**src/rtl/fpu_pkg.sv**
```systemverilog
// Shared floating-point definitions: binary32 field layout, rounding modes
// and the exception-flag pair produced by the float-to-integer converter.
package fpu_pkg;

  localparam int F32_W     = 32;
  localparam int F32_EXP_W = 8;
  localparam int F32_MAN_W = 23;
  localparam int F32_BIAS  = 127;
  localparam logic [F32_EXP_W-1:0] F32_EXP_MAX = 8'hFF;

  typedef enum logic [2:0] {
    RM_RNE = 3'b000,
    RM_RTZ = 3'b001,
    RM_RDN = 3'b010,
    RM_RUP = 3'b011,
    RM_RMM = 3'b100
  } rm_e;

  typedef struct packed {
    logic invalid;
    logic inexact;
  } flags_t;

endpackage

```
**src/rtl/ftoi_core.sv**
```systemverilog
// Combinational binary32 -> integer conversion: decode, align, round per
// mode, negate and saturate to OUT_W bits with {invalid, inexact} flags.
module ftoi_core
  import fpu_pkg::*;
#(
  parameter int OUT_W = 32
) (
  input  logic [F32_W-1:0] x_i,
  input  logic [2:0]       rm_i,
  input  logic             is_unsigned_i,
  output logic [OUT_W-1:0] y_o,
  output flags_t           flags_o
);

  // Value held with F32_MAN_W+1 fraction bits so the guard bit always lands at a fixed place.
  localparam int WIDE_W = OUT_W + F32_MAN_W + 1;
  localparam logic [F32_EXP_W-1:0] ALIGN_EXP = F32_EXP_W'(F32_BIAS - 1);
  localparam logic [F32_EXP_W:0]   HUGE_EXP  = (F32_EXP_W+1)'(F32_BIAS + OUT_W);
  localparam logic [OUT_W-1:0]     ONE_W     = OUT_W'(1);

  function automatic logic round_inc(input logic [2:0] mode, input logic neg,
                                     input logic lsb, input logic g, input logic st);
    case (mode)
      RM_RTZ:  return 1'b0;
      RM_RDN:  return neg & (g | st);
      RM_RUP:  return ~neg & (g | st);
      RM_RMM:  return g;
      default: return g & (st | lsb);
    endcase
  endfunction

  function automatic logic [OUT_W-1:0] sat_bound(input logic neg, input logic uns);
    if (uns) return neg ? '0 : '1;
    return neg ? {1'b1, {(OUT_W-1){1'b0}}} : {1'b0, {(OUT_W-1){1'b1}}};
  endfunction

  logic                 sign;
  logic [F32_EXP_W-1:0] exp;
  logic [F32_MAN_W-1:0] man;
  logic [F32_EXP_W-1:0] shamt;
  logic [WIDE_W-1:0]    wide;
  logic [OUT_W-1:0]     int_part;
  logic                 guard, sticky, inc;
  logic [OUT_W:0]       mag;
  logic                 special, eff_neg, pos_ovf, neg_ovf;

  always_comb begin
    sign     = x_i[F32_W-1];
    exp      = x_i[F32_W-2:F32_MAN_W];
    man      = x_i[F32_MAN_W-1:0];
    shamt    = exp - ALIGN_EXP;
    wide     = {{OUT_W{1'b0}}, 1'b1, man} << shamt;
    int_part = wide[WIDE_W-1:F32_MAN_W+1];
    guard    = wide[F32_MAN_W];
    sticky   = |wide[F32_MAN_W-1:0];
    if (exp < ALIGN_EXP) begin
      int_part = '0;
      guard    = 1'b0;
      sticky   = 1'b1;
    end

    inc = round_inc(rm_i, sign, int_part[0], guard, sticky);
    mag = {1'b0, int_part} + {{OUT_W{1'b0}}, inc};

    // NaN of either sign saturates high; Inf and out-of-range exponents follow the sign.
    special = (exp == F32_EXP_MAX) | ({1'b0, exp} >= HUGE_EXP);
    eff_neg = sign & ~((exp == F32_EXP_MAX) & (man != '0));
    if (special) begin
      pos_ovf = ~eff_neg;
      neg_ovf = eff_neg;
    end else if (is_unsigned_i) begin
      pos_ovf = ~sign & mag[OUT_W];
      neg_ovf = sign & (mag != '0);
    end else begin
      pos_ovf = ~sign & (mag[OUT_W] | mag[OUT_W-1]);
      neg_ovf = sign & (mag[OUT_W] | (mag[OUT_W-1] & (|mag[OUT_W-2:0])));
    end

    y_o     = sign ? (~mag[OUT_W-1:0] + ONE_W) : mag[OUT_W-1:0];
    flags_o = '{invalid: 1'b0, inexact: guard | sticky};
    if (exp == '0) begin
      y_o     = '0;
      flags_o = '0;
    end else if (pos_ovf | neg_ovf) begin
      y_o     = sat_bound(neg_ovf, is_unsigned_i);
      flags_o = '{invalid: 1'b1, inexact: 1'b0};
    end
  end

endmodule

```
**src/rtl/ftoi_pipe.sv**
```systemverilog
// Pipelined float-to-integer converter: ftoi_core result captured at stage 1,
// then retimed through the remaining stages under one global advance enable.
module ftoi_pipe
  import fpu_pkg::*;
#(
  parameter int OUT_W  = 32,
  parameter int STAGES = 2
) (
  input  logic             clk,
  input  logic             rst,
  input  logic             in_valid,
  output logic             in_ready,
  input  logic [F32_W-1:0] x,
  input  logic [2:0]       rm,
  input  logic             is_unsigned,
  output logic             out_valid,
  input  logic             out_ready,
  output logic [OUT_W-1:0] y,
  output logic [1:0]       flags
);

  logic [OUT_W-1:0] core_y;
  flags_t           core_flags;

  ftoi_core #(.OUT_W(OUT_W)) u_core (
    .x_i           (x),
    .rm_i          (rm),
    .is_unsigned_i (is_unsigned),
    .y_o           (core_y),
    .flags_o       (core_flags)
  );

  logic [STAGES-1:0]            vld_q, vld_d;
  logic [STAGES-1:0][OUT_W-1:0] y_q, y_d;
  logic [STAGES-1:0][1:0]       flg_q, flg_d;
  logic                         en;

  // A stalled output freezes every stage, so in_ready depends only on out_ready and out_valid.
  assign en        = ~vld_q[STAGES-1] | out_ready;
  assign in_ready  = en;
  assign out_valid = vld_q[STAGES-1];
  assign y         = y_q[STAGES-1];
  assign flags     = flg_q[STAGES-1];

  always_comb begin
    vld_d    = vld_q;
    y_d      = y_q;
    flg_d    = flg_q;
    vld_d[0] = in_valid;
    y_d[0]   = core_y;
    flg_d[0] = core_flags;
    for (int i = 1; i < STAGES; i++) begin
      vld_d[i] = vld_q[i-1];
      y_d[i]   = y_q[i-1];
      flg_d[i] = flg_q[i-1];
    end
  end

  always_ff @(posedge clk or posedge rst) begin
    if (rst) begin
      vld_q <= '0;
      y_q   <= '0;
      flg_q <= '0;
    end else if (en) begin
      vld_q <= vld_d;
      y_q   <= y_d;
      flg_q <= flg_d;
    end
  end

endmodule
```
**config.mk**
```make
export PLATFORM = sky130hd
export DESIGN_NAME = ftoi_pipe
export DESIGN_NICKNAME = d
export VERILOG_FILES = /design/src/rtl/fpu_pkg.sv /design/src/rtl/ftoi_core.sv /design/src/rtl/ftoi_pipe.sv
export SDC_FILE = /design/constraint.sdc
export NUM_CORES = 1
export LEC_CHECK = 0
export CAP_MARGIN = 20
export CORE_MARGIN = 2
export CORE_UTILIZATION = 30
export DETAILED_ROUTE_END_ITERATION = 10
export PLACE_DENSITY_LB_ADDON = 0.08
export SETUP_SLACK_MARGIN = 0.5
export SKIP_LAST_GASP = 1
export SLEW_MARGIN = 25
export SYNTH_ARGS = -nofsm -noshare
export SYNTH_HDL_FRONTEND = slang
export SYNTH_HIERARCHICAL = 1
export SYNTH_SLANG_ARGS = --single-unit
export TNS_END_PERCENT = 1
```
**constraint.sdc**
```tcl
create_clock -name clk -period 2.15 [get_ports clk]
set_clock_uncertainty 0.15 [all_clocks]
set_input_delay 0.43 -clock clk [delete_from_list [all_inputs] [get_ports clk]]
set_output_delay 0.43 -clock clk [all_outputs]
set_load 0.02 [all_outputs]
```
After elaboration in Yosys (flattened, before gate mapping)
Cells that the tools add are included.
W data, S select, Z words.

storage, ports and cells
  output and inout port bits = 36
  input bits = 40
  logic and storage cells = 63
  register bits after elaboration = 70

cells by class
  reductions and logical operators = 5
  shift operators = 1
  multiplexer cells = 20
  $add $sub $neg = 3
  $lt $le $gt $ge = 2
  bitwise gates (word level) = 22
  equal/unequal tests = 5

operator list
  cell                     number
  $mux W32                 8
  $shl A24 B8 Y56          1
  $add A32 B1 Y33          1
  $reduce_bool A33 Y1      1
  $add A32 B1 Y32 const B  1
  $not A32 Y32             1
  $reduce_or A31 Y1        1
  $reduce_bool A23 Y1      1
  $reduce_or A23 Y1        1
  $and A1 B1 Y1            10
  $mux W1                  9
  $eq A8 B8 Y1 const B     1
  $ge A8 B8 Y1 const B     1
  $logic_not A8 Y1         1
  $lt A8 B7 Y1 const B     1
  $sub A8 B7 Y8 const B    1
  $or A1 B1 Y1             7
  $eq A3 B2 Y1 const B     2
  $mux W2                  2
  $not A1 Y1               4
  $pmux W1 S4              1
  $eq A3 B1 Y1 const B     1
  $eq A3 B3 Y1 const B     1

Longest topological paths before layout
Gate-level depths: netlist (run 1).

  word-level depth = 20
  mapped depth = 36

Hierarchy
The synthesis (run 1) kept the hierarchy.

by module, submodules not included
  module     sequential area each (µm²)  instances  area an instance (µm²)  cells an instance
  ftoi_core  0.0                         1          4922.2                  728
  ftoi_pipe  1751.7                      1          2967.8                  150

Worst setup path before layout (run 1)
No wires, ideal clock.

  kind = input to register
  start = input x[24]
  end = register y_q (netlist bit y_d[44])
  setup time = 0.064 ns
  buffers on the path = 6
  setup slack = -5.041 ns
  required time = 1.936 ns
  arrival = 6.977 ns
  cell stages on the path = 35
  cell sequence = ha_1 buf_2 and3_1 buf_4 a31oi_1 buf_2 nor2_1 clkbuf_1 nand2_1 a21oi_1 a21oi_1 nand3b_1 nor3_1 o2111ai_1 o221ai_1 o21a_1 o21a_1 a21oi_1 ha_1 ha_1 o31a_2 nand4_4 or4_1 buf_2 nor4_4 xor2_1 or4b_1 o21a_1 o311ai_0 ha_1 nor2_1 or3_1 buf_4 o31ai_1 mux2_4

on the way
  longest elaborated chain between the ends = 19
  elaborated cells on any way between the ends = 45
  those cells by class = add/sub (3); order compare (2); eq/ne (1); shift (1); mux (15); bitwise (19); reduce/logical (4)

ends and longest elaborated chain
  item                                     RTL line                                           text
  from (decl)                              ftoi_pipe.sv:13                                    input logic [F32_W-1:0] x,
  $sub A8 B7 Y8                            ftoi_core.sv:51                                    shamt = exp - ALIGN_EXP;
  $shl A24 B8 Y56                          ftoi_core.sv:52                                    wide = {{OUT_W{1'b0}}, 1'b1, man} << shamt;
  $reduce_or A23 Y1                        ftoi_core.sv:55                                    sticky = |wide[F32_MAN_W-1:0];
  $mux W1                                  ftoi_core.sv:56                                    if (exp < ALIGN_EXP) begin
  $or A1 B1 Y1, on equally long branches   ftoi_core.sv:28, ftoi_core.sv:25, ftoi_core.sv:26
  $and A1 B1 Y1, on equally long branches  ftoi_core.sv:28, ftoi_core.sv:25, ftoi_core.sv:26
  $pmux W1 S4                              ftoi_core.sv:23                                    case (mode)
  $add A32 B1 Y33                          ftoi_core.sv:63                                    mag = {1'b0, int_part} + {{OUT_W{1'b0}}, inc};
  [3 not listed]                           --
  $and A1 B1 Y1                            ftoi_core.sv:76                                    neg_ovf = sign & (mag[OUT_W] | (mag[OUT_W-1] & (|mag[OUT_W-2:0])));
  $mux W1                                  ftoi_core.sv:71                                    end else if (is_unsigned_i) begin
  $mux W1                                  ftoi_core.sv:68                                    if (special) begin
  $mux W32 (2 in series)                   ftoi_core.sv:33                                    if (uns) return neg ? '0 : '1;
  $mux W32                                 ftoi_core.sv:34                                    return neg ? {1'b1, {(OUT_W-1){1'b0}}} : {1'b0, {(OUT_W-1){1'b1}}};
  $mux W32                                 ftoi_core.sv:84                                    end else if (pos_ovf | neg_ovf) begin
  $mux W32 (*)                             ftoi_core.sv:81                                    if (exp == '0) begin
  net core_y[12]                           ftoi_pipe.sv:22                                    logic [OUT_W-1:0] core_y;
  to (signal assigned)                     ftoi_pipe.sv:66                                    y_q <= y_d;
  to (decl)                                ftoi_pipe.sv:34                                    logic [STAGES-1:0][OUT_W-1:0] y_q, y_d;

The timed path passes the listed nets; every way through them passes the cells marked *. The select of a mux whose other input is x is not followed.
A chain may end at the register's enable or synchronous reset.

Final worst setup path (run 1)
  start = input x[25]
  end = register y_q (netlist bit y_d[44])

Same word-level chain as after synthesis.

==> results.md, run 1 <==
Worst setup path:
- The buffer and inverter count on the worst path is 6.
- In this design, the stage delay of the slowest critical-path cell is 0.55 ns.
- The library cell contributing the largest single delay on the critical path is sky130_fd_sc_hd__or4b_4.
- The worst-path maximum fanout is 7.
- The critical setup path kind is input pin to flip-flop.
- The kind of start point of the critical path is an input pin.
- Broken down by cell family, the worst path's largest delay share belongs to simple AND/OR/NAND/NOR gates.
- The required time of the critical path is 2.29 ns.
- The data arrival time of the critical path is 6.51 ns.
- The most numerous cell on the critical path is sky130_fd_sc_hd__buf_6.
- The type of destination of the critical path is a flip-flop.

Timing:
- The final critical-path share of the clock period is 296.1%.
- Setup violations remaining at the end of the flow were counted as 35.
- After layout, the worst setup slack is -4.216 ns.
- Headroom to the max-slew limit came out at 58.11%.
- The slew at the pin with the worst max-slew slack is 0.6204 ns.
- The maximum clock rate is 0.1571 GHz.
- The number of endpoints with negative hold slack in the final report is 0.
- The worst path in the final design needs a cycle of 6.366 ns, including I/O delays and setup.
- Setup repair after global routing could not meet its margin everywhere.
- The number of max-slew violations in the final report was 0.

Floorplanning:
- The floorplan step set the die height to 166.2 um.
- The die covers 27610 um^2.
- The total core area is 25910 um^2.
- The effective utilization at floorplan is 30.45%.
- The I/O pin total is 76.
- The cell row count is 59.
- In this run the horizontal extent of the chip is 166.2 um.

Clock tree:
- The TritonCTS clock tree is built.
- The number of buffers created by CTS is 9.
- The number of hold buffers added after CTS was 0.
- The clock sink total is 70.
- The root buffer selected by CTS is sky130_fd_sc_hd__clkbuf_16.
- CTS built an H-tree with a depth of 3.
- For the worst-skew pair, the clock arrives at the later sink with an insertion delay of 0.34 ns.
- The number of buffers between clock root and the deepest sink is 2.
- The register clock-pin slew on the reported worst setup and hold paths is 0.07 ns.

Placed design:
- The post-placement cell count is 1598.
- The area of placed instances is 11670 um^2.
- The wire-length estimate of the detail-placed layout is 26.29 mm.
- The pre-CTS setup slack is -5.381 ns.
- The count of buffers added on input and output ports is 75.
- At the end of routability-driven placement, the weighted congestion stood at 0.9277.

Detailed routing:
- The detailed-routing iteration count for the pre-antenna-repair pass is 5.
- Summing over every cut layer, the via total after detailed routing is 8621.
- The total routed wirelength is 32.13 mm.
- The number of design-rule violations left by the first detailed-router iteration is 462.
- In the final routed layout, each cell accounts on average for 19.33 um.
- In this run the remaining antenna-violating nets after routing total 0.
- For this run, design rule violations remaining after detail routing come to 0.
- Using the TritonRoute via totals, the vias-per-cell ratio works out to 5.187.

Power:
- The share of total power dissipated in the clock network is 19.4%.
- The share of total power dissipated in sequential elements is 25.7%.
- The ratio of total power to cell area is 592.2 nW/um^2.
- The total internal power is 4.845 mW.
- The cell leakage power is 5.746 nW.
- Across the VDD grid, the largest voltage drop is 0.5610 mV.
- Overall power consumption after layout is estimated at 7.640 mW.
- In this run, the combinational gates consume 54.8% of the power.
- The switching share of power is 36.58%.
- The switching power summed over all nets is 2.795 mW.

Logic synthesis:
- The biggest area contributor in the post-synthesis netlist is sky130_fd_sc_hd__dfrtp_1.
- For this run, the number of Yosys warnings is 6.
- The number of nets in the synthesized netlist is 924.
- By area, the combinational part of the netlist is dominated by multiplexers.
- The multiplexer share of the synthesized area is 22.34%.
- The most used flip-flop cell after synthesis is sky130_fd_sc_hd__dfrtp_1.
- After synthesis, the netlist uses 90 different library cells.
- In this run, synthesis inferred 0 flip-flops with an integrated enable.
- The async set-or-reset flop fraction in the synthesized netlist is 100.0%.
- The complex-gate fraction of the synthesized area is 21.92%.
- The synthesized netlist cell count is 878.
- The adder-cell share of the synthesized area is 0.9515%.
- Synthesis inferred 70 register bits.
- After synthesis, the cell types taking the most area are sky130_fd_sc_hd__dfrtp_1 22%, sky130_fd_sc_hd__mux2_4 13%, sky130_fd_sc_hd__nand2_1 3.7%.
- The synthesized netlist occupies a cell area of 7890 um^2.
- Sequential cells were found to cover 22.20% of the synthesized design area.
- After Yosys synthesis, XOR and XNOR cells account for 6.216% of the synthesized area.
- The per-instance average area after synthesis is 8.986 um^2.
- The top-area cell type share of the netlist area is 22.20%.
- Of the total synthesized cell area, the portion taken by AND, OR, NAND and NOR gates is 20.03%.

Global routing:
- The total global routing overflow is 0.
- The global-route wire length before repair is 50.07 mm.
- Entering global routing, the biggest net connects 44 pins.
- The number of global-route vias before repair is 8654.
- The number of antenna violations at the first check in global routing is 0.
- Global routing consumed, over all layers together, 23.01% of the routing resources.

Finish:
- Excluding fillers, the count of instances in the completed layout stands at 1662.
- The final cell area excluding filler cells is 12900 um^2.
- 0 antenna diodes ended up in the layout.
- The area growth from synthesis to layout is 63.53%.
- The number of nets in the layout is 1368.
- The share of final-layout standard cells stronger than drive strength 1 is 50.11%.

Outcome:
- The flow ran to the end, but the final reports show violations.
- The checks that failed: setup timing.

Hold path:
- The class of the tightest hold or removal check is input pin to asynchronous set/reset pin.

Run:
- The max-cap check violation count is 0.
==> tightest hold or removal path, cell delays in order <==
cell and delay, ns:
sky130_fd_sc_hd__clkdlybuf4s50_1 0.41, sky130_fd_sc_hd__inv_2 0.08, sky130_fd_sc_hd__buf_12 0.23
==> path summary, 6_finish.rpt <==
| path | depth (start not counted) | to | start | slack [ns] |
|---|---|---|---|---|
| hold reg to reg | 1 | vld_q[1] | vld_q[0] | 0.32 |
| hold / removal | 3 | vld_q[1] | rst | 0.29 |
| max in group asynchronous | 3 | y[5] | rst | 1.23 |
| setup reg to reg | 4 | y[23] | vld_q[1] | 0.62 |
| min in group clk | 1 | vld_q[1] | vld_q[0] | 0.32 |
| setup / recovery | 32 | y_d[44] | x[25] | -4.22 |
==> timing repair <==
item / in CTS / in global routing
gates resized for setup: 102 / 55
endpoints found under the setup margin: 98 / 98
gates cloned: 2 / 1
pin swaps: 29 / 30
setup buffers: 33 / 12
==> final cells by class <==
class / instances / area, um^2
clock buffers: 9 / 225.2
clock inverters: 7 / 63.81
fillers: 2482 / 13010
inverters: 17 / 72.57
multi-input cells: 733 / 6211
flip-flops and latches: 70 / 1752
well taps: 335 / 419.2
repair buffers: 491 / 4159
==> sequential cells by signal, indices dropped and copies added, names as in the netlist <==
| name | flops |
|---|---|
| y | 32 |
| vld_q | 2 |
| flg_d | 2 |
| flags | 2 |
| y_d | 32 |
==> layout by cell type (no fill, tap or decap), types with 10 or more instances in the layout <==
cell,n
sky130_fd_sc_hd__a21oi_1,41
sky130_fd_sc_hd__a21oi_2,18
sky130_fd_sc_hd__and3_1,12
sky130_fd_sc_hd__buf_12,17
sky130_fd_sc_hd__buf_4,386
sky130_fd_sc_hd__buf_6,12
sky130_fd_sc_hd__clkbuf_16,10
sky130_fd_sc_hd__clkdlybuf4s50_1,49
sky130_fd_sc_hd__dfrtp_1,70
sky130_fd_sc_hd__dlygate4sd2_1,20
sky130_fd_sc_hd__inv_1,13
sky130_fd_sc_hd__mux2_2,18
sky130_fd_sc_hd__mux2_4,69
sky130_fd_sc_hd__mux2i_1,17
sky130_fd_sc_hd__mux4_2,11
sky130_fd_sc_hd__nand2_1,76
sky130_fd_sc_hd__nand3_1,23
sky130_fd_sc_hd__nand4_1,11
sky130_fd_sc_hd__nor2_1,39
sky130_fd_sc_hd__nor3_1,19
sky130_fd_sc_hd__nor4_1,10
sky130_fd_sc_hd__o211ai_1,13
sky130_fd_sc_hd__o21ai_0,33
sky130_fd_sc_hd__o22ai_1,13
sky130_fd_sc_hd__or2_2,11
sky130_fd_sc_hd__or3_1,13
sky130_fd_sc_hd__xnor2_1,31
sky130_fd_sc_hd__xor2_1,22
==> cell usage after synthesis, drive strengths merged (12+ instances only) <==
cell and count:
nor3 26, clkbuf 19, nor2 45, or3 14, dfrtp 70, xor2 23, o211ai 13, o21ai 49
o22ai 14, buf 39, mux2 87, mux2i 28, and3 13, inv 16, a21oi 60, nand2 79
xnor2 33, nand4 12, o31ai 12, or2 12, nor4 14, nand3 28
==> per-stage QoR <==
stage	TNS [ns]	hold WS, ns	util, %
finish	-141.50	0.2860	49.79
floorplan	-153.32	0.2849	-
CTS	-144.38	0.2886	48.48
global placement	-175.65	0.3199	45.06
detailed placement	-176.00	0.3180	45.06
global route	-149.28	0.3282	49.79
==> metal layers <==
metal  share of wire (%)  GRT usage, %  wire length (um)  vias up
met5                   0             0                 0        -
met1                  46         30.59             14750     4165
met4                 1.9         5.104               597        0
met2                  49         40.65             15780      205
met3                 3.1         1.907               997       33
li1                    -             -                 -     4218
==> cell families (layout without fill, tap and decap cells) <==
kind of cell | count (synthesis) | after routing
fa+ha+maj | 6 | 6
flops | 70 | 70
mux | 126 | 126
compound gates | 248 | 248
simple gates | 297 | 297
buf+inv | 75 | 524
xor+xnor | 56 | 56
==> power groups by stage <==
stage                     logic (mW)  clock network (mW)  registers (mW)
final                           4.19                1.48            1.97
after floorplan                 1.91                   0            2.22
after CTS                       4.09                1.53            1.97
after detailed placement        3.86                   0            1.99
after global routing            4.46                1.57            2.03
after global placement          3.86                   0            1.98
No activity file was read; power rests on OpenSTA's default activity.
==> inputs of run 2 (changes only) <==
PLACE_DENSITY_LB_ADDON = not set   (was 0.08)
==> results.md, run 2 (synthesized netlist as in run 1, its figures left out) <==
Clock tree:
- The number of buffers created by CTS is 9 (unchanged).
- TritonCTS built the clock tree.
- The number of buffers between clock root and the deepest sink was 2 (unchanged).
- The root buffer selected by CTS is sky130_fd_sc_hd__clkbuf_16.
- The register clock-pin slew on the reported worst setup and hold paths is 0.05 ns (-0.02 ns).
- The clock sink total is 70 (unchanged).
- The number of H-tree levels is 3 (unchanged).
- The worst-skew pair later-pin latency came to 0.32 ns (-0.02 ns).

Finish:
- The register area came to 1752 um^2 (unchanged).
- Compared with the post-synthesis result, the final layout area differs by 60.58%.
- The fill cell instance count of the final layout was 2389 (-3.7%).
- In the layout the commonest cells are 372 x sky130_fd_sc_hd__buf_4, 78 x sky130_fd_sc_hd__nand2_1, 71 x sky130_fd_sc_hd__mux2_4.
- The share of final-layout standard cells stronger than drive strength 1 came to 48.93% (-1.2 points).
- The most common cell after layout, fill and taps aside is sky130_fd_sc_hd__buf_4.
- The combined area of the multi-input logic cells is 6195 um^2 (-0.26%).
- The post-layout utilization of the core came to 48.90% (-0.90 points).
- The number of standard cells in the layout, taps in and fillers out is 1643 (-1.1%).
- The number of nets in the layout is 1349 (-1.4%).
- The diode insertion count for antenna repair is 0 (unchanged).

Placed design:
- The post-placement cell count is 1593 (-0.31%).
- The HPWL after detailed placement is 24.16 mm (-8.1%).
- The count of buffers inserted at the top-level ports is 75 (unchanged).
- The last weighted congestion value of the routability-driven placer is 1.069 (+15%).

Timing:
- The number of endpoints with negative hold slack in the final report came to 0 (unchanged).
- The shortest period the worst path allows is 6.272 ns (-0.09440 ns).
- The final critical-path share of the clock period is 291.7% (-4.4 points).
- The maximum clock rate came to 0.1594 GHz (+1.5%).
- The slew at the pin with the worst max-slew slack is 0.7311 ns (+0.1107 ns).
- The remaining max-slew budget at the tightest pin is 51.26% (-6.9 points).
- The final setup violation count was 35 (unchanged).
- Setup repair after global routing could not meet its margin everywhere.
- The slack of the critical path is -4.122 ns (+0.09440 ns).
- The number of max-slew violations in the final report came to 0 (unchanged).
- The setup TNS was -138.62 ns (+2.876 ns).

Power:
- The cell leakage power came to 5.623 nW (-2.1%).
- The maximum vdd ir drop was 0.9141 mV (+63%).
- The switching power summed over all nets is 2.580 mW (-7.7%).
- The register share of total power is 25.9% (+0.2 points).
- The power share of the clock group is 21.3% (+1.9 points).
- The power share of the combinational group came to 52.8% (-2.0 points).
- The total internal power came to 5.095 mW (+5.2%).
- The ratio of total power to cell area is 605.8 nW/um^2 (+2.3%).
- The post-layout total power is 7.676 mW (+0.47%).
- The switching share of power was 33.62% (-3.0 points).

Detailed routing:
- The amount of wire on met2 after detailed routing is 14.01 mm (-11%).
- The number of vias per cell after detailed routing is 5.279 (+1.8%).
- The number of design-rule violations left by the first detailed-router iteration is 501 (+8.4%).
- The remaining number of nets flagged by the antenna check after routing was 0 (unchanged).
- The wire length on met3 came to 1.206 mm (+21%).
- The total routed wirelength came to 29.25 mm (-8.9%).
- The highest signal layer in the routed design is met4.
- The met1 wire length is 12.69 mm (-14%).
- The detailed-routing iteration count for the pre-antenna-repair pass is 5 (unchanged).
- The wire length per cell is 17.81 um (-7.9%).
- The residual DRC count is 0 (unchanged).
- The via total after detailed routing came to 8673 (+0.60%).

Worst setup path:
- The buffer and inverter count on the worst path came to 4 (-2).
- The delay of the slowest cell on the worst path came to 0.51 ns (-0.04 ns).
- The critical setup path kind is input pin to flip-flop.
- The type of destination of the critical path is a flip-flop.
- The data arrival time of the critical path was 6.38 ns (-0.13 ns).
- The kind of start point of the critical path is an input pin.
- The worst-path maximum fanout is 8 (+1).
- The most numerous cell on the critical path is sky130_fd_sc_hd__a21oi_2.
- The required time of the critical path came to 2.26 ns (-0.03 ns).
- For this design, the slowest cell found on the critical path is sky130_fd_sc_hd__mux4_2.
- The kind of cell with the highest combined delay along the critical path is simple AND/OR/NAND/NOR gates.

Run:
- The max-cap check violation count was 0 (unchanged).

Hold path:
- The class of the tightest hold or removal check is input pin to asynchronous set/reset pin.

Outcome:
- The run finished, with violations left.
- The checks that failed: setup timing.

Global routing:
- The overall routing resource usage is 20.61% (-2.4 points).
- The number of antenna violations at the first check in global routing came to 0 (unchanged).
- The global-route wire length before repair is 46.54 mm (-7.1%).
- The number of global-route vias before repair is 8581 (-0.84%).
- The largest net degree at the start of global routing is 60 (+36%).
- The total global routing overflow was 0 (unchanged).

Floorplanning:
- The full die area is 27610 um^2 (unchanged).
- The total core area is 25910 um^2 (unchanged).
- The I/O pin total came to 76 (unchanged).
- The effective utilization at floorplan is 30.45% (unchanged).
- The chip height is 166.2 um (unchanged).
- The cell row count is 59 (unchanged).
- The die width is 166.2 um (unchanged).
-- run 2: repair_timing --
item / 4_1_cts / 5_1_grt
pin swaps: 33 / 32
setup endpoints to repair: 105 / 106
setup buffers: 27 / 4
gates cloned: 1 / 2
resized for setup: 117 / 41
hold buffers: 0 / 0
-- run 2: per-stage QoR --
stage / instance area, um^2 / hold WS (ns) / setup slack [ns]
after floorplan: 8046 / 0.2849 / -4.313
after global placement: 11540 / 0.2895 / -5.214
after detailed placement: 11540 / 0.3343 / -5.347
after CTS: 12430 / 0.2055 / -4.131
after global routing: 12670 / 0.2361 / -4.364
final: 12670 / 0.2031 / -4.122
-- run 2: worst reg2reg max path: cells and delay by family (launching register included) --
kind | cells | cell delay (ns)
buffers and inverters | 2 | 0.58
AND/OR/NAND/NOR | 1 | 0.10
multiplexers | 1 | 0.29
flip-flops | 1 | 0.40
-- run 2: worst paths after layout --
path	from	cells after the start	to	slack [ns]
max reg2reg	vld_q[1]	4	y[26]	0.51
max in group asynchronous	rst	3	y[29]	1.08
min reg2reg	vld_q[0]	1	vld_q[1]	0.34
min	rst	2	y[4]	0.20
min in group clk	vld_q[0]	1	vld_q[1]	0.34
max	x[24]	31	y_d[56]	-4.12
-- run 2: metal layers --
metal  vias to the layer above  GRT usage, %
met2                       291         35.97
li1                       4189             -
met1                      4115         26.05
met5                         -             0
met3                        78         1.859
met4                         0         8.733
-- run 2: power groups by stage --
stage	clock network (mW)	logic, mW	registers, mW
after floorplan	0	1.91	2.22
after detailed placement	0	3.76	2.01
after global placement	0	3.72	1.99
after global routing	1.72	4.30	2.05
after CTS	1.66	3.96	2.00
final	1.63	4.05	1.99
-- run 2: layout make-up --
class / count / area share, %
Clock buffer: 9 / 1.778
Sequential cell: 70 / 13.83
Timing Repair Buffer: 471 / 30.76
Multi-Input combinational cell: 734 / 48.89
Tap cell: 335 / 3.308
Clock inverter: 7 / 0.8888
Inverter: 17 / 0.5432
==> inputs of run 3 (changes only) <==
CORE_ASPECT_RATIO = 2   (was not set)
CTS_CLUSTER_DIAMETER = 50   (was not set)
TNS_END_PERCENT = 100   (was 1)
==> results.md, run 3 (synthesized netlist as in run 1, its figures left out) <==
Power:
- The register share of total power is 25.1% (-0.8 points).
- The power share of the clock group came to 20.9% (-0.4 points).
- The power share of the combinational group was 53.9% (+1.1 points).
- The cell leakage power is 5.857 nW (+4.2%).
- The switching share of power is 35.88% (+2.3 points).
- The post-layout total power is 7.851 mW (+2.3%).
- The switching power summed over all nets is 2.817 mW (+9.2%).
- The total internal power is 5.034 mW (-1.2%).
- The maximum vdd ir drop is 0.4695 mV (-49%).
- The ratio of total power to cell area is 600.2 nW/um^2 (-0.92%).

Timing:
- The slew at the pin with the worst max-slew slack came to 0.6305 ns (-0.1006 ns).
- The slack of the critical path is -4.186 ns (-0.06417 ns).
- The shortest period the worst path allows is 6.336 ns (+0.06417 ns).
- Setup repair after global routing could not meet its margin everywhere.
- The number of max-slew violations in the final report is 0 (unchanged).
- The remaining max-slew budget at the tightest pin is 57.43% (+6.2 points).
- The final critical-path share of the clock period came to 294.7% (+3.0 points).
- The maximum clock rate is 0.1578 GHz (-1.0%).
- The final setup violation count was 34 (-2.9%).
- The number of endpoints with negative hold slack in the final report is 0 (unchanged).

Outcome:
- The flow ran to the end, but the final reports show violations.
- The checks that failed: setup timing.

Clock tree:
- The hold buffer count at cts is 0 (unchanged).
- The worst-skew pair later-pin latency is 0.35 ns (+0.03 ns).
- The number of buffers between clock root and the deepest sink is 2 (unchanged).
- The number of buffers created by CTS is 9 (unchanged).
- The clock sink total is 70 (unchanged).
- TritonCTS built the clock tree.
- The register clock-pin slew on the reported worst setup and hold paths is 0.06 ns (about the same).
- The number of H-tree levels is 3 (unchanged).
- The root buffer selected by CTS is sky130_fd_sc_hd__clkbuf_16.

Floorplanning:
- The chip height is 233.3 um (+40%).
- The total core area is 26070 um^2 (+0.59%).
- The effective utilization at floorplan is 30.27% (-0.18 points).
- The cell row count is 84 (+42%).
- The full die area is 27690 um^2 (+0.28%).
- The I/O pin total was 76 (unchanged).
- The die width was 118.7 um (-29%).

Worst setup path:
- The data arrival time of the critical path is 6.48 ns (+0.10 ns).
- STA classifies the critical path startpoint as an input pin.
- The worst-path maximum fanout is 8 (unchanged).
- Among the stages of the critical path, the cell type that occurs most often is sky130_fd_sc_hd__buf_6.
- The worst setup path is captured at a flip-flop.
- The required time of the critical path is 2.29 ns (+0.03 ns).
- The library cell contributing the largest single delay on the critical path is sky130_fd_sc_hd__or4b_4.
- The delay of the slowest cell on the worst path came to 0.53 ns (+0.02 ns).
- The critical path is of the input pin to flip-flop type.
- On the critical path the largest part of the delay comes from simple AND/OR/NAND/NOR gates.
- The buffer and inverter count on the worst path was 6 (+2).

Finish:
- The number of standard cells in the layout, taps in and fillers out was 1666 (+1.4%).
- The final cell area excluding filler cells is 13080 um^2 (+3.2%).
- The post-layout utilization of the core was 50.18% (+1.3 points).
- Leaving out fill and tap cells, the most frequent cells in the layout are 362 x sky130_fd_sc_hd__buf_4, 78 x sky130_fd_sc_hd__nand2_1, 74 x sky130_fd_sc_hd__mux2_4.
- The library cell used most frequently in the layout, excluding fill and tap cells, is sky130_fd_sc_hd__buf_4.
- The fill cell instance count of the final layout was 2513 (+5.2%).
- The share of final-layout standard cells stronger than drive strength 1 is 51.63% (+2.7 points).
- The number of nets in the layout is 1362 (+0.96%).
- The synthesis-to-finish area growth is 65.76%.

Detailed routing:
- The wire length per cell came to 20.43 um (+15%).
- The total routed wirelength is 34.03 mm (+16%).
- The number of vias per cell after detailed routing is 5.439 (+3.0%).
- The residual DRC count is 0 (unchanged).
- The remaining number of nets flagged by the antenna check after routing is 0 (unchanged).
- The number of design-rule violations left by the first detailed-router iteration is 612 (+22%).
- The via total after detailed routing is 9061 (+4.5%).
- The detailed-routing iteration count for the pre-antenna-repair pass was 5 (unchanged).

Hold path:
- The class of the tightest hold or removal check is flip-flop to flip-flop.

Placed design:
- The pre-CTS setup slack is -5.366 ns (-0.01958 ns).
- The post-placement cell count was 1597 (+0.25%).
- The area of placed instances is 11580 um^2 (+0.39%).
- The last weighted congestion value of the routability-driven placer is 0.9583 (-10%).
- The HPWL after detailed placement is 26.25 mm (+8.7%).
- The count of buffers inserted at the top-level ports is 75 (unchanged).

Global routing:
- The global-route wire length before repair is 53.09 mm (+14%).
- The largest net degree at the start of global routing is 71 (+18%).
- The total global routing overflow is 0 (unchanged).
- The number of antenna violations at the first check in global routing was 1 (+1).
- The number of global-route vias before repair is 9428 (+9.9%).
- The overall routing resource usage is 24.45% (+3.8 points).

Run:
- The max-cap check violation count came to 0 (unchanged).
==> run 3: layout make-up <==
cell class	instances	area (um^2)	area share [%]
clock buffer	10	239.0	1.827
antenna	1	2.502	0.01913
clock inverter	6	93.84	0.7175
timing repair buffer	485	4163	31.83
inverter	17	73.82	0.5644
multi-input combinational	733	6325	48.36
sequential	70	1752	13.39
tap	344	430.4	3.291
==> run 3: per-layer routing <==
metal	global-route usage [%]	wire, um	vias up
met1	29.80	13740	4438
met2	43.82	17300	317
met5	0	0	-
li1	-	-	4230
met4	7.366	1163	0
met3	3.931	1828	76
==> run 3: metrics by stage <==
stage               hold slack [ns]  setup TNS (ns)
floorplan                    0.2849         -139.28
global placement             0.2999         -179.61
detailed placement           0.3115         -179.59
CTS                          0.3279         -141.18
global route                 0.3538         -148.31
finish                       0.3247         -140.95
==> run 3: worst paths after layout <==
| kind | end | depth (start not counted) | slack (ns) | startpoint |
|---|---|---|---|---|
| min in group asynchronous | y_d[57] | 3 | 0.37 | rst |
| worst max-delay path | y_d[62] | 33 | -4.19 | x[23] |
| worst max register to register | y[23] | 4 | 0.57 | vld_q[1] |
| worst min-delay path | vld_q[1] | 1 | 0.32 | vld_q[0] |
| max in group asynchronous | y_d[32] | 3 | 1.17 | rst |
| worst min register to register | vld_q[1] | 1 | 0.32 | vld_q[0] |
==> run 3: power by group through the flow <==
stage	sequential, mW	combinational, mW	clock, mW
5_1_grt	2.03	4.49	1.75
6_report	1.97	4.24	1.64
4_1_cts	1.98	4.07	1.68
2_1_floorplan	2.22	1.92	0
3_5_place_dp	2.00	3.84	0
3_3_place_gp	1.99	3.83	0
==> run 3: worst reg2reg max path, cell delays in order, from the launching register on <==
cell and delay, ns:
sky130_fd_sc_hd__dfrtp_1 0.40, sky130_fd_sc_hd__nand2b_4 0.13, sky130_fd_sc_hd__buf_4 0.22, sky130_fd_sc_hd__buf_12 0.20, sky130_fd_sc_hd__mux2_2 0.35
==> run 3: timing repair <==
action | CTS | global route
endpoints found under the setup margin | 105 | 63
gates cloned | 4 | 0
pin swaps | 36 | 33
gates resized for setup | 211 | 86
endpoints found under the hold margin | 0 | 0
setup buffers | 30 | 18
